==> src/rtl/display_page_arbiter_if.sv <==
// Bus between the content generators, the display page arbiter and the
// digit-scan driver. The master side drives requests and content words;
// the slave side (the arbiter) returns grant, owner index and display word.
interface display_page_arbiter_if;
   logic [2:0]  req;
   logic [23:0] data0;
   logic [23:0] data1;
   logic [23:0] data2;
   logic [2:0]  gnt;
   logic [1:0]  src_id;
   logic [23:0] disp_data;
   logic        disp_update;

   modport master (
      output req, data0, data1, data2,
      input  gnt, src_id, disp_data, disp_update
   );

   modport slave (
      input  req, data0, data1, data2,
      output gnt, src_id, disp_data, disp_update
   );
endinterface

==> src/rtl/display_page_arbiter.sv <==
// Display page arbiter: shares one 6-digit seven-segment display between a
// background source (0) and two requesting sources (1, 2). Enforces a minimum
// hold time, an ownership timeout with lockout, and priority between 1 and 2.
// Runs in the 1 kHz domain, one cycle = 1 ms.
// Optional build macro ROUND_ROBIN_EN: sources 1 and 2 share equal priority
// without preemption, alternating when both are eligible.
module display_page_arbiter #(
   parameter int HOLD_MS    = 1000,
   parameter int TIMEOUT_MS = 5000
) (
   input logic                    clk_1k,
   input logic                    rst_n,
   display_page_arbiter_if.slave  bus
);

   localparam int CNT_W = $clog2(TIMEOUT_MS + 1);
   localparam logic [CNT_W-1:0] HOLD_LAST = CNT_W'(HOLD_MS - 1);
   localparam logic [CNT_W-1:0] TMO_LAST  = CNT_W'(TIMEOUT_MS - 1);
   localparam logic [CNT_W-1:0] TMO_MAX   = CNT_W'(TIMEOUT_MS);
   localparam logic [CNT_W-1:0] CNT_ONE   = CNT_W'(1);
   localparam logic [CNT_W-1:0] CNT_ZERO  = CNT_W'(0);

   typedef enum logic [1:0] {
      ST_BG   = 2'd0,
      ST_OWN1 = 2'd1,
      ST_OWN2 = 2'd2
   } state_t;

   state_t           state_r;
   state_t           next_state_s;
   logic [CNT_W-1:0] hold_cnt_r;
   logic [1:0]       lockout_r;     // [0] = source 1, [1] = source 2
   logic [1:0]       lock_set_s;
   logic             first_r;       // set until the first edge after reset
   logic             last_was1_r;   // source 1 was the most recent grant
   logic [2:0]       gnt_r;
   logic [1:0]       src_id_r;
   logic [23:0]      disp_data_r;
   logic             disp_update_r;
   logic [2:0]       gnt_nx_s;
   logic [1:0]       src_nx_s;
   logic [23:0]      data_nx_s;
   logic             elig1_s;
   logic             elig2_s;
   logic             hold_done_s;
   logic             tmo_s;
   logic             req0_unused_s;

   // Background source needs no request; its bit is deliberately ignored.
   assign req0_unused_s = bus.req[0];

   assign elig1_s     = bus.req[1] & ~lockout_r[0];
   assign elig2_s     = bus.req[2] & ~lockout_r[1];
   assign hold_done_s = (hold_cnt_r >= HOLD_LAST);
   assign tmo_s       = (hold_cnt_r >= TMO_LAST);

   // State register: ownership state, reset returns the display to background.
   always_ff @(posedge clk_1k or negedge rst_n) begin
      if (!rst_n) begin
         state_r <= ST_BG;
      end else begin
         state_r <= next_state_s;
      end
   end

   // Next-state logic: priority, hold, timeout and lockout requests.
   always_comb begin
      next_state_s = state_r;
      lock_set_s   = 2'b00;
`ifdef ROUND_ROBIN_EN
      case (state_r)
         ST_BG: begin
            if (elig1_s && elig2_s) begin
               next_state_s = last_was1_r ? ST_OWN2 : ST_OWN1;
            end else if (elig2_s) begin
               next_state_s = ST_OWN2;
            end else if (elig1_s) begin
               next_state_s = ST_OWN1;
            end else begin
               next_state_s = ST_BG;
            end
         end
         ST_OWN1: begin
            if ((!bus.req[1] && hold_done_s) || (bus.req[1] && tmo_s)) begin
               lock_set_s[0] = bus.req[1];
               next_state_s  = elig2_s ? ST_OWN2 : ST_BG;
            end else begin
               next_state_s = ST_OWN1;
            end
         end
         ST_OWN2: begin
            if ((!bus.req[2] && hold_done_s) || (bus.req[2] && tmo_s)) begin
               lock_set_s[1] = bus.req[2];
               next_state_s  = elig1_s ? ST_OWN1 : ST_BG;
            end else begin
               next_state_s = ST_OWN2;
            end
         end
         default: begin
            next_state_s = ST_BG;
         end
      endcase
`else
      case (state_r)
         ST_BG: begin
            if (elig2_s) begin
               next_state_s = ST_OWN2;
            end else if (elig1_s) begin
               next_state_s = ST_OWN1;
            end else begin
               next_state_s = ST_BG;
            end
         end
         ST_OWN1: begin
            // Preemption is checked first so it wins over a coincident timeout.
            if (elig2_s) begin
               next_state_s = ST_OWN2;
            end else if (!bus.req[1] && hold_done_s) begin
               next_state_s = ST_BG;
            end else if (bus.req[1] && tmo_s) begin
               lock_set_s[0] = 1'b1;
               next_state_s  = ST_BG;
            end else begin
               next_state_s = ST_OWN1;
            end
         end
         ST_OWN2: begin
            if ((!bus.req[2] && hold_done_s) || (bus.req[2] && tmo_s)) begin
               lock_set_s[1] = bus.req[2];
               next_state_s  = elig1_s ? ST_OWN1 : ST_BG;
            end else begin
               next_state_s = ST_OWN2;
            end
         end
         default: begin
            next_state_s = ST_BG;
         end
      endcase
`endif
   end

   // Output decode: grant, index and display word of the next owner.
   always_comb begin
      gnt_nx_s  = 3'b001;
      src_nx_s  = 2'd0;
      data_nx_s = bus.data0;
      case (next_state_s)
         ST_OWN1: begin
            gnt_nx_s  = 3'b010;
            src_nx_s  = 2'd1;
            data_nx_s = bus.data1;
         end
         ST_OWN2: begin
            gnt_nx_s  = 3'b100;
            src_nx_s  = 2'd2;
            data_nx_s = bus.data2;
         end
         default: begin
            gnt_nx_s  = 3'b001;
            src_nx_s  = 2'd0;
            data_nx_s = bus.data0;
         end
      endcase
   end

   // Registered outputs; the update pulse also fires once after reset release.
   always_ff @(posedge clk_1k or negedge rst_n) begin
      if (!rst_n) begin
         gnt_r         <= 3'b001;
         src_id_r      <= 2'd0;
         disp_data_r   <= 24'h000000;
         disp_update_r <= 1'b0;
         first_r       <= 1'b1;
      end else begin
         gnt_r         <= gnt_nx_s;
         src_id_r      <= src_nx_s;
         disp_data_r   <= data_nx_s;
         disp_update_r <= first_r | (next_state_s != state_r);
         first_r       <= 1'b0;
      end
   end

   // Hold counter: cleared on a new grant, saturating count while owned.
   always_ff @(posedge clk_1k or negedge rst_n) begin
      if (!rst_n) begin
         hold_cnt_r <= CNT_ZERO;
      end else if ((next_state_s != state_r) || (state_r == ST_BG)) begin
         hold_cnt_r <= CNT_ZERO;
      end else if (hold_cnt_r < TMO_MAX) begin
         hold_cnt_r <= hold_cnt_r + CNT_ONE;
      end else begin
         hold_cnt_r <= hold_cnt_r;
      end
   end

   // Lockout: set on timeout, cleared as soon as the source drops its request.
   always_ff @(posedge clk_1k or negedge rst_n) begin
      if (!rst_n) begin
         lockout_r <= 2'b00;
      end else begin
         lockout_r <= lock_set_s | (lockout_r & bus.req[2:1]);
      end
   end

   // Most-recent-grant tracker for alternating between sources 1 and 2.
   always_ff @(posedge clk_1k or negedge rst_n) begin
      if (!rst_n) begin
         last_was1_r <= 1'b0;
      end else if ((next_state_s == ST_OWN1) && (state_r != ST_OWN1)) begin
         last_was1_r <= 1'b1;
      end else if ((next_state_s == ST_OWN2) && (state_r != ST_OWN2)) begin
         last_was1_r <= 1'b0;
      end else begin
         last_was1_r <= last_was1_r;
      end
   end

   assign bus.gnt         = gnt_r;
   assign bus.src_id      = src_id_r;
   assign bus.disp_data   = disp_data_r;
   assign bus.disp_update = disp_update_r;

endmodule

==> src/flat_wrapper.sv <==
// flat-port wrapper written by rule: the top's interface ports become plain ports
module display_page_arbiter_flat 
#(
   parameter int HOLD_MS    = 1000,
   parameter int TIMEOUT_MS = 5000
)
  (clk_1k, rst_n, bus_req, bus_data0, bus_data1, bus_data2, bus_gnt, bus_src_id, bus_disp_data, bus_disp_update);
  display_page_arbiter_if bus_i ();
  input logic clk_1k;
  input logic rst_n;
  input wire logic [$bits(bus_i.req)-1:0] bus_req;
  input wire logic [$bits(bus_i.data0)-1:0] bus_data0;
  input wire logic [$bits(bus_i.data1)-1:0] bus_data1;
  input wire logic [$bits(bus_i.data2)-1:0] bus_data2;
  output wire logic [$bits(bus_i.gnt)-1:0] bus_gnt;
  output wire logic [$bits(bus_i.src_id)-1:0] bus_src_id;
  output wire logic [$bits(bus_i.disp_data)-1:0] bus_disp_data;
  output wire logic [$bits(bus_i.disp_update)-1:0] bus_disp_update;
  assign bus_i.req = bus_req;
  assign bus_i.data0 = bus_data0;
  assign bus_i.data1 = bus_data1;
  assign bus_i.data2 = bus_data2;
  assign bus_gnt = bus_i.gnt;
  assign bus_src_id = bus_i.src_id;
  assign bus_disp_data = bus_i.disp_data;
  assign bus_disp_update = bus_i.disp_update;
  display_page_arbiter #(.HOLD_MS(HOLD_MS), .TIMEOUT_MS(TIMEOUT_MS)) u_core (.clk_1k(clk_1k), .rst_n(rst_n), .bus(bus_i));
endmodule
==> config.mk <==
export PLATFORM = sky130hd
export DESIGN_NAME = display_page_arbiter_flat
export DESIGN_NICKNAME = d
export VERILOG_FILES = /design/src/rtl/display_page_arbiter_if.sv /design/src/rtl/display_page_arbiter.sv /design/src/flat_wrapper.sv
export SDC_FILE = /design/constraint.sdc
export NUM_CORES = 1
export LEC_CHECK = 0
export BUFFER_PORTS_ARGS = -buffer_cell sky130_fd_sc_hd__buf_2
export CAP_MARGIN = 20
export CORE_ASPECT_RATIO = 0.6
export CORE_MARGIN = 5
export CORE_UTILIZATION = 47
export DETAILED_ROUTE_END_ITERATION = 16
export PLACE_DENSITY = 0.77
export SLEW_MARGIN = 40
export SYNTH_ARGS = -nofsm -noshare
export SYNTH_HDL_FRONTEND = slang
export SYNTH_SLANG_ARGS = --single-unit
==> constraint.sdc <==
create_clock -name clk_1k -period 2.9 [get_ports clk_1k]
set_input_delay 0.435 -clock clk_1k [delete_from_list [all_inputs] [get_ports clk_1k]]
set_output_delay 0.435 -clock clk_1k [all_outputs]
set_load 0.1 [all_outputs]
==> results.sh <==
export IMPL_finalHoldViolations=0
export IMPL_yosys_warnings=0
export IMPL_drt_iter0_markers=125
export IMPL_synth_xor_area_share_pct=3.62
export IMPL_yosys_area_share_simple_pct=17.4
export IMPL_grt_usage_pct=20.4
export IMPL_fillers=430
export IMPL_leakagePower_nw=1.50
export IMPL_crit_slowest_cell="dfrtp_1"
export IMPL_ant_nets=0
export IMPL_numPortBuffers=105
export IMPL_diodes=0
export IMPL_clkTransAtPathRegs_ps=90
export IMPL_cp_cell_sequence="ha_1 -> a21oi_1 -> o21ai_2 -> a211oi_2 -> o22a_1 -> o21ai_0 -> ha_1 -> buf_4 -> a22oi_1 -> o21ai_0"
export IMPL_hold_buffers=0
export IMPL_finClkSkew_ps=9.30
export IMPL_grt_pass1_vias=2194
export IMPL_synth_distinct_cells=48
export IMPL_worstSetupStartpointType="flip-flop"
export IMPL_fin_crit_sh_pct=94.5
export IMPL_crit_path_max_incr_delay_ps=430
export IMPL_vias=2225
export IMPL_dp_hpwl_mm=4.80
export IMPL_path_delay_family="compound AO/OA/AOI/OAI gates"
export IMPL_gr_total_overflow=0
export IMPL_numCtsBuffers=5
export IMPL_synthCells=244
export IMPL_grt_start_max_net_pins=50
export IMPL_worst_setup_path_type="flip-flop to flip-flop"
export IMPL_fmax_mhz=365
export IMPL_drv_cap=0
export IMPL_cellPowerDensity_nw_per_um2=913
export IMPL_slew_headroom_pct=62.1
export IMPL_io_pin_count=107
export IMPL_syn_area_per_cell_sq_um=9.93
export IMPL_post_route_min_period_ps=2740
export IMPL_pre_cts_ws_ps=112
export IMPL_firstDrtPassIters=4
export IMPL_drive_gt1_share_pct=41.4
export IMPL_synth_nets=326
export IMPL_vias_per_cell=5.37
export IMPL_coreArea_sq_um=5030
export IMPL_ir_drop_mv=0.475
export IMPL_die_y_microns=65.6
export IMPL_finalNetCount=429
export IMPL_maxSlewViolCount=0
export IMPL_clock_sinks=46
export IMPL_antenna_found_initial=1
export IMPL_synth_cell_area_sq_um=2420
export IMPL_cts_tree="done"
export IMPL_cts_root_buf="clkbuf_8"
export IMPL_drt_wirelength_per_cell_microns=15.5
export IMPL_worstSkewPairLatency_ps=300
export IMPL_synthAdderAreaFrac_pct=2.58
export IMPL_fin_ws_ps=159
export IMPL_crit_path_end_kind="flip-flop"
export IMPL_routed_wl_mm=6.40
export IMPL_initial_utilization_pct=48.2
export IMPL_ys_seq_area_share_pct=47.6
export IMPL_hold_ws_ps=120
export IMPL_num_rows=20
export IMPL_critical_path_arrival_ps=2890
export IMPL_status="finished, final reports clean"
export IMPL_areaGrowthSynthToFinish_pct=29.2
export IMPL_die_area_sq_um=6740
export IMPL_fp_dieW_microns=103
export IMPL_cts_max_path_buffers=2
export IMPL_hp_class="input pin to asynchronous set/reset pin"
export IMPL_gp_congestion=0.895
export IMPL_post_cts_buffers=0
export IMPL_crit_fanout=24
export IMPL_synth_compound_area_share_pct=23.3
export IMPL_ys_seq_elements=46
export IMPL_finalSetupViolations=0
export IMPL_grt_pass1_wl_mm=10.5
export IMPL_crit_buf_inv=1
export IMPL_drc=0
export IMPL_synthMuxAreaShare_pct=0.413
export IMPL_tightest_slew_ps=569
export IMPL_cp_data_required_time_ps=3050
export IMPL_h_tree_depth=2
export IMPL_synth_top_family_by_area="compound AO/OA/AOI/OAI gates"
==> where the power goes <==
part           internal, mW  switching [mW]  leakage (nW)
clock network         0.257           0.220        0.0514
registers             0.781          0.0537         0.589
logic                 0.263            1.28         0.856
==> worst paths after layout <==
path / start / endpoint / slack, ps / cells after the start
min in group clk_1k: bus_data0[21] / u_core.bus.disp_data[21]$_DFF_PN0_ / 330 / 3
max in group asynchronous: rst_n / u_core.bus.gnt[0]$_DFF_PN1_ / 2380 / 1
worst min register to register: u_core.lockout_r[0]$_DFF_PN0_ / u_core.lockout_r[0]$_DFF_PN0_ / 560 / 1
worst max register to register: u_core.hold_cnt_r[0]$_DFFE_PN0P_ / u_core.bus.disp_data[10]$_DFF_PN0_ / 160 / 10
worst min-delay path: rst_n / u_core.hold_cnt_r[3]$_DFFE_PN0P_ / 120 / 1
worst max-delay path: u_core.hold_cnt_r[0]$_DFFE_PN0P_ / u_core.bus.disp_data[10]$_DFF_PN0_ / 160 / 10
==> worst register-to-register path: stages (launching register included) <==
cell	delay (ps)
dfrtp_1	430
ha_1	260
a21oi_1	310
o21ai_2	150
a211oi_2	300
o22a_1	190
o21ai_0	150
ha_1	250
buf_4	210
a22oi_1	200
o21ai_0	140
==> cells in the final DEF (no fill, tap or decap), types with 3 or more instances in the layout <==
cell type,n
xnor2_1,8
buf_4,5
ha_1,5
a22oi_1,24
o21a_1,3
nor2_1,9
o21ai_0,30
nor3_1,8
nand3_1,4
nor3_2,9
clkbuf_8,5
inv_1,9
dfrtp_1,44
nand2_1,34
buf_2,104
==> kinds of logic (layout without fill, tap and decap cells) <==
family / after synthesis / in the layout
other: 1 / 1
DFF: 46 / 46
and+or+nand+nor: 76 / 76
muxes: 1 / 1
buffers and inverters: 23 / 127
adders and majority gates: 5 / 5
xor gates and xnor gates: 10 / 10
AOI/OAI and AO/OA: 82 / 82
==> routing by layer <==
layer	GRT usage, %	vias up	wire, microns
met3	7.85	9	644
met1	28.3	1038	2890
met5	0	-	13
met4	5.73	2	70
met2	29.4	92	2780
li1	-	1084	-
==> timing repair <==
action / in CTS / in global routing
resized for setup: 0 / 6
hold endpoints to repair: 0 / 0
setup endpoints to repair: 0 / 24
==> sequential cells by signal (all words and copies together) (netlist names) <==
register / cells
u_core.bus.disp_data: 24
u_core.bus.gnt: 3
u_core.state_r: 2
u_core.bus.disp_update: 1
u_core.lockout_r: 2
u_core.hold_cnt_r: 13
u_core.first_r: 1
==> cells in the mapped netlist (all sizes together) <==
cell type	number	area (sq um)
a31oi	1	6.26
nand4	1	6.26
buf	4	37.5
dfstp	2	52.6
o311ai	1	8.76
nor3	18	146
nand3b	1	7.51
nor2	9	33.8
a211o	1	8.76
o31ai	1	7.51
inv	9	33.8
conb	1	3.75
a21boi	1	11.3
o221ai	1	8.76
dfrtp	44	1100
nand3	4	20.0
nor3b	1	7.51
a21o	2	15.0
xor2	2	17.5
mux2i	1	10.0
nor4	2	33.8
a22oi	25	188
o21a	3	22.5
nand2	34	128
clkbuf	10	47.5
o32ai	1	16.3
o22a	1	8.76
or2	1	6.26
and3	3	20.0
o211ai	3	27.5
xnor2	8	70.1
ha	5	62.6
o21ai	32	164
a211oi	2	15.0
a21oi	4	23.8
or3	2	12.5
a221oi	1	15.0
a41oi	1	8.76
o31a	1	8.76
==> through the flow <==
stage / total power [mW] / instance area, sq um / TNS [ps] / util, % / instances
after floorplan: 2.10 / 2420 / 0 / - / 244
after global placement: 2.37 / 3000 / 0 / 59.6 / 406
after detailed placement: 2.39 / 3000 / 0 / 59.6 / 406
after CTS: 2.87 / 3110 / 0 / 61.8 / 414
after global routing: 3.00 / 3130 / -145 / 62.2 / 414
final: 2.86 / 3130 / 0 / 62.2 / 414
==> layout make-up <==
class,instances,area (sq um),share of cell area [%]
inverter,9,33.8,1.08
tap,66,82.6,2.64
clock inverter,2,37.5,1.20
sequential,46,1150,36.9
timing repair buffer,110,578,18.5
multi-input combinational,175,1170,37.4
clock buffer,6,72.6,2.32
Power figures use the tool's default switching activity.
